--- config.mk ---
export PLATFORM = sky130hd
export DESIGN_NAME = standard_7448
export DESIGN_NICKNAME = d
export VERILOG_FILES = /design/src/rtl/standard_7448.sv
export SDC_FILE = /design/constraint.sdc
export NUM_CORES = 1
export LEC_CHECK = 0
export CORE_AREA = 2 2 39 41
export DETAILED_ROUTE_END_ITERATION = 12
export DIE_AREA = 0 0 41 43
export DONT_BUFFER_PORTS = 1
export MAX_ROUTING_LAYER = met4
export SYNTH_ARGS = -nofsm -noshare
export SYNTH_HDL_FRONTEND = slang
export SYNTH_SLANG_ARGS = --single-unit
--- constraint.sdc ---
create_clock -name clk -period 0.95 [get_ports clk]
set_input_delay 0.1425 -clock clk [delete_from_list [all_inputs] [get_ports clk]]
set_output_delay 0.1425 -clock clk [all_outputs]
set_load 0.02 [all_outputs]
--- src/rtl/standard_7448.sv ---
// BCD-to-seven-segment decoder in the style of the 7448, with registered
// active-high segment outputs plus lamp-test and ripple-blanking controls.
`timescale 1ns/1ps

module standard_7448 (
    input  logic       clk,
    input  logic       rst_n,
    input  logic [3:0] data,
    input  logic       LT,
    input  logic       RBI,
    input  logic       BI,
    output logic [6:0] display,
    output logic       RBO
);

    logic [6:0] display_q, display_d;
    logic       rbo_q, rbo_d;
    logic [6:0] glyph;

    // Segment order {a,b,c,d,e,f,g}; codes 10-15 use the 7448 glyph set.
    always_comb begin
        glyph = 7'h00;
        case (data)
            4'd0:  glyph = 7'h7E;
            4'd1:  glyph = 7'h30;
            4'd2:  glyph = 7'h6D;
            4'd3:  glyph = 7'h79;
            4'd4:  glyph = 7'h33;
            4'd5:  glyph = 7'h5B;
            4'd6:  glyph = 7'h1F;
            4'd7:  glyph = 7'h70;
            4'd8:  glyph = 7'h7F;
            4'd9:  glyph = 7'h73;
            4'd10: glyph = 7'h0D;
            4'd11: glyph = 7'h19;
            4'd12: glyph = 7'h23;
            4'd13: glyph = 7'h4B;
            4'd14: glyph = 7'h0F;
            4'd15: glyph = 7'h00;
            default: glyph = 7'h00;
        endcase
    end

    // Priority BI > LT > RBI-on-zero > normal decode.
    always_comb begin
        display_d = glyph;
        rbo_d     = 1'b0;
        if (BI) begin
            display_d = 7'h00;
        end else if (LT) begin
            display_d = 7'h7F;
        end else if (RBI && (data == 4'd0)) begin
            display_d = 7'h00;
            rbo_d     = 1'b1;
        end
    end

    always_ff @(posedge clk or negedge rst_n) begin
        if (!rst_n) begin
            display_q <= 7'h00;
            rbo_q     <= 1'b0;
        end else begin
            display_q <= display_d;
            rbo_q     <= rbo_d;
        end
    end

    assign display = display_q;
    assign RBO     = rbo_q;

endmodule

# Word-level counts from Yosys, hierarchy flattened
# Memory sizes are Yosys's and may differ from the RTL's.
# Index checks and enable logic that the tools add are counted.
[op_classes] n_mux=6 n_reduce_logical=2
[ops] operator="$mux 7" n=3
[ops] operator="$logic_not 4->1" n=1
[ops] operator="$mux 1" n=3
[ops] operator="$logic_and 1x1->1" n=1
[totals] ff_bits=8 rom_bits=112 wordCells=11 mem_count=1
[memory_table] name="(name not given)" words=16 width=7 rd=1 rd_ports_with_merged_regs=0 write_ports=0 line_no="23" source="case (data)"

# Depth between registers and ports, before layout
[depth] word_depth=5 depth_mapped=5 ltp_nobuf=5

# Worst setup path after synthesis
# OpenSTA, ideal clock, no wires.
[synth_timing] path_type="in2reg" start="input data[0]" end="register display_q[5], in the netlist display[5]" arrival_ns=0.856 t_required_ns=0.825 path_slack_ns=-0.031 path_stages=5 path_buffers=0 cell_sequence="inv_1 ha_1 nand2b_1 a311oi_1 nor2_1"
[synth_between] elab_chain_len=5 elab_cells_between_ends=6
[synth_rtl] element="from (decl)" line_no="8" source="input logic [3:0] data,"
[synth_rtl] element="parallel branches: the longest is 2 deep, another holds $mem_v2 16x7"
[synth_rtl] element="$mux 7 *" line_no="52" source="end else if (RBI && (data == 4'd0)) begin"
[synth_rtl] element="$mux 7 *" line_no="50" source="end else if (LT) begin"
[synth_rtl] element="$mux 7 *" line_no="48" source="if (BI) begin"
[synth_rtl] element="named net display_d[5]" line_no="16" source="logic [6:0] display_q, display_d;"
[synth_rtl] element="to (signal assigned)" line_no="63" source="display_q <= display_d;"
[synth_rtl] element="to (decl)" line_no="16"
# Mark *: on every way through the listed nets, which the timed path passes.

# Worst setup path in the final report
[layout_timing] start="register display_q[3], in the netlist display[3]" end="output display[3]"
[layout_rtl] element="to (decl)" line_no="12" source="output logic [6:0] display,"
# No word-level cell between the ends.

==> metrics.txt <==
# TYPE chip_impl_metric gauge
chip_impl_metric{name="power.clock.fraction",unit="%"} 32.0
chip_impl_metric{name="grt_start_max_net_pins",unit=""} 11
chip_impl_metric{name="synth_seq_area_share",unit="%"} 40.3
chip_impl_metric{name="layout-area-overhead-vs-synth",unit="%"} 15.6
chip_impl_metric{name="synth_area",unit="µm²"} 497
chip_impl_metric{name="gp_congestion",unit=""} 0.744
chip_impl_metric{name="path_max_fanout",unit=""} 1
chip_impl_metric{name="grt_overflow_total",unit=""} 0
chip_impl_metric{name="internal-power",unit="µW"} 565
chip_impl_metric{name="detailedRoute.firstIterationViolations",unit=""} 4
chip_impl_metric{name="numClockSinks",unit=""} 8
chip_impl_metric{name="detailedPlace.worstSlack",unit="ns"} -0.0579
chip_impl_metric{name="via_per_inst",unit=""} 5.11
chip_impl_metric{name="synth_top_cell_area_share",unit="%"} 40.3
chip_impl_metric{name="setup_viol",unit=""} 0
chip_impl_metric{name="cts.htree.levels",unit=""} 1
chip_impl_metric{name="synth_nets",unit=""} 64
chip_impl_metric{name="comb_power_share",unit="%"} 15.0
chip_impl_metric{name="synth-async-reset-ratio",unit="%"} 100
chip_impl_info{name="critical_path.endpoint_type",value="output port"} 1
chip_impl_metric{name="routedWlPerCell",unit="µm"} 13.8
chip_impl_metric{name="num_cts_buffers",unit=""} 3
chip_impl_metric{name="antenna_left",unit=""} 0
chip_impl_metric{name="post_route_cells_drive_above_1_share",unit="%"} 16.7
chip_impl_metric{name="residual_drc_count",unit=""} 0
chip_impl_metric{name="layout_worst_path_cycle_share",unit="%"} 87.5
chip_impl_metric{name="p_switching",unit="µW"} 194
chip_impl_info{name="mostFrequentLayoutCell",value="sky130_fd_sc_hd__dfrtp_1"} 1
chip_impl_metric{name="worst_slew_margin_rel",unit="%"} 77.6
chip_impl_metric{name="grt_first_pass_wirelength",unit="µm"} 1600
chip_impl_metric{name="io-pin-count",unit=""} 17
chip_impl_info{name="cts_tree",value="done"} 1
chip_impl_metric{name="timing_max_transition_violations_final",unit=""} 0
chip_impl_metric{name="postLayoutCoreUtil",unit="%"} 41.5
chip_impl_metric{name="vias",unit=""} 358
chip_impl_metric{name="worst_ep_arrival_time",unit="ns"} 0.69
chip_impl_info{name="synthTopCellsByArea",value="sky130_fd_sc_hd__dfrtp_1 40%, sky130_fd_sc_hd__ha_1 15%, sky130_fd_sc_hd__nor2_1 5.3%"} 1
chip_impl_info{name="root_buffer",value="sky130_fd_sc_hd__clkbuf_4"} 1
chip_impl_metric{name="synth-edff-count",unit=""} 0
chip_impl_metric{name="postCtsSetupRepairBufs",unit=""} 0
chip_impl_info{name="layout_common_cells",value="8 x sky130_fd_sc_hd__dfrtp_1, 7 x sky130_fd_sc_hd__nor2_1, 5 x sky130_fd_sc_hd__ha_1"} 1
chip_impl_metric{name="final_net_count",unit=""} 71
chip_impl_metric{name="die_area",unit="mm²"} 0.00176
chip_impl_metric{name="dp_hpwl",unit="µm"} 773
chip_impl_info{name="critPathKind",value="register to output port"} 1
chip_impl_info{name="synth_top_flop_cell",value="sky130_fd_sc_hd__dfrtp_1"} 1
chip_impl_metric{name="die-height",unit="µm"} 43
chip_impl_info{name="rsz0062_at_grt",value="no"} 1
chip_impl_metric{name="period_minus_slack",unit="ns"} 0.832
chip_impl_metric{name="effective_utilization_at_floorplan",unit="%"} 35.9
chip_impl_metric{name="core.rowCount",unit=""} 14
chip_impl_metric{name="hold-worst-slack",unit="ns"} 0.0395
chip_impl_metric{name="vias_in_the_first_global_route",unit=""} 358
chip_impl_metric{name="numPortBuffers",unit=""} 0
chip_impl_metric{name="power_per_cell_area",unit="mW/mm²"} 1320
chip_impl_metric{name="count_of_state_elements_after_synthesis",unit=""} 8
chip_impl_metric{name="timing.final.ws_setup",unit="ns"} 0.118
chip_impl_metric{name="max_slew.worst_pin.slew",unit="ns"} 0.336
chip_impl_metric{name="num_antenna_cells",unit=""} 0
chip_impl_metric{name="max_clock_freq",unit="MHz"} 1200
chip_impl_metric{name="path_clk_slew",unit="ns"} 0.05
chip_impl_info{name="status",value="finished, final reports clean"} 1
chip_impl_metric{name="portion_of_total_power_attributed_to_sequential_cells",unit="%"} 53.0
chip_impl_metric{name="ys_warn_count",unit=""} 0
chip_impl_info{name="synth_top_cell_by_area",value="sky130_fd_sc_hd__dfrtp_1"} 1
chip_impl_metric{name="clockBufferDepth",unit=""} 2
chip_impl_info{name="min-delay-path-class",value="input port to register"} 1
chip_impl_metric{name="synth.lib_cells_used.distinct",unit=""} 20
chip_impl_metric{name="drt_first_pass_iters",unit=""} 2
chip_impl_metric{name="detail_route.wirelength",unit="µm"} 968
chip_impl_metric{name="maxCapViolations",unit=""} 0
chip_impl_metric{name="fillCellCount",unit=""} 131
chip_impl_metric{name="hold_violations",unit=""} 0
chip_impl_metric{name="syn-mean-instance-area",unit="µm²"} 10.1
chip_impl_metric{name="syn_inst",unit=""} 49
chip_impl_metric{name="antenna_found_initial",unit=""} 0
chip_impl_info{name="worst_setup_path_start_kind",value="register"} 1
chip_impl_metric{name="worstHoldPathCells",unit=""} 2
chip_impl_metric{name="cellLeakagePower",unit="µW"} 0.000264
chip_impl_metric{name="die_x",unit="µm"} 41
chip_impl_metric{name="power_switching_share",unit="%"} 25.5
chip_impl_metric{name="power.ir.vdd_worst",unit="V"} 0.000350
chip_impl_metric{name="track_usage",unit="%"} 14.4
chip_impl_metric{name="coreArea",unit="mm²"} 0.00138
chip_impl_metric{name="timing.critical_path.required",unit="ns"} 0.81
chip_impl_metric{name="cp.depth",unit=""} 0
[registers in the layout (all words and copies together) (netlist names)]
register	count
display	7
RBO	1
[cells by family (layout without fill, tap and decap cells)]
kind of cell             after synthesis  after routing  share of synthesized area [%]
AND/OR/NAND/NOR                       15             15                           14.9
AO/OA/AOI/OAI                         12             12                           20.2
flip-flops                             8              8                           40.3
adder cells (fa/ha/maj)                6              6                           15.1
buffers and inverters                  6             11                           5.54
multiplexers                           2              2                           4.03
[power groups by stage]
stage	registers, µW	logic, µW	clock network (µW)
3_3_place_gp	407	101	0
6_report	402	114	243
4_1_cts	403	116	260
3_5_place_dp	409	101	0
5_1_grt	406	130	288
2_1_floorplan	405	91.2	0
[timing repair]
action                                  in CTS  in global routing
hold buffers                                 2                  0
resized for setup                            0                  0
hold endpoints to repair                    12                  0
endpoints found under the setup margin       0                  0
[path summary, 6_finish.rpt]
| path | start | to | slack [ns] |
|---|---|---|---|
| worst max-delay path | display[3]$_DFF_PN0_ | display[3] | 0.12 |
| max in group asynchronous | rst_n | display[1]$_DFF_PN0_ | 0.47 |
| min in group asynchronous | rst_n | display[0]$_DFF_PN0_ | 0.23 |
| worst min-delay path | LT | display[4]$_DFF_PN0_ | 0.04 |
[final cells by class]
type	instances	area [µm²]	area share, %
multi-input cells	35	282	49.0
clock buffers	3	22.5	3.92
well taps	16	20.0	3.49
repair buffers	4	35.0	6.10
flip-flops and latches	8	200	34.9
inverters	4	15.0	2.61
[synth_stat cells (2+ instances only)]
cell type                  instances
sky130_fd_sc_hd__mux2i_1           2
sky130_fd_sc_hd__nor2_1            7
sky130_fd_sc_hd__o21ai_0           2
sky130_fd_sc_hd__inv_1             4
sky130_fd_sc_hd__nand2b_1          2
sky130_fd_sc_hd__a221oi_1          2
sky130_fd_sc_hd__nand2_1           3
sky130_fd_sc_hd__ha_1              6
sky130_fd_sc_hd__dfrtp_1           8
sky130_fd_sc_hd__a21oi_1           3
[layer usage]
layer  vias to the layer above  GRT usage (%)  share of wire, %
met1                       159           16.7                44
met3                         2           4.19               5.5
li1                        184              -                 -
met2                        13           19.4                49
met5                         -              -                 0
met4                         0           12.0               1.0
[metrics by stage]
| step | TNS, ns | power, µW | std cells | cell area [µm²] |
|---|---|---|---|---|
| 6_report | 0 | 759 | 70 | 574 |
| 2_1_floorplan | 0 | 496 | 49 | 509 |
| 4_1_cts | 0 | 779 | 70 | 574 |
| 3_3_place_gp | -0.0933 | 508 | 65 | 532 |
| 5_1_grt | 0 | 823 | 70 | 574 |
| 3_5_place_dp | -0.101 | 510 | 65 | 532 |
(Power assumes the default switching activity.)
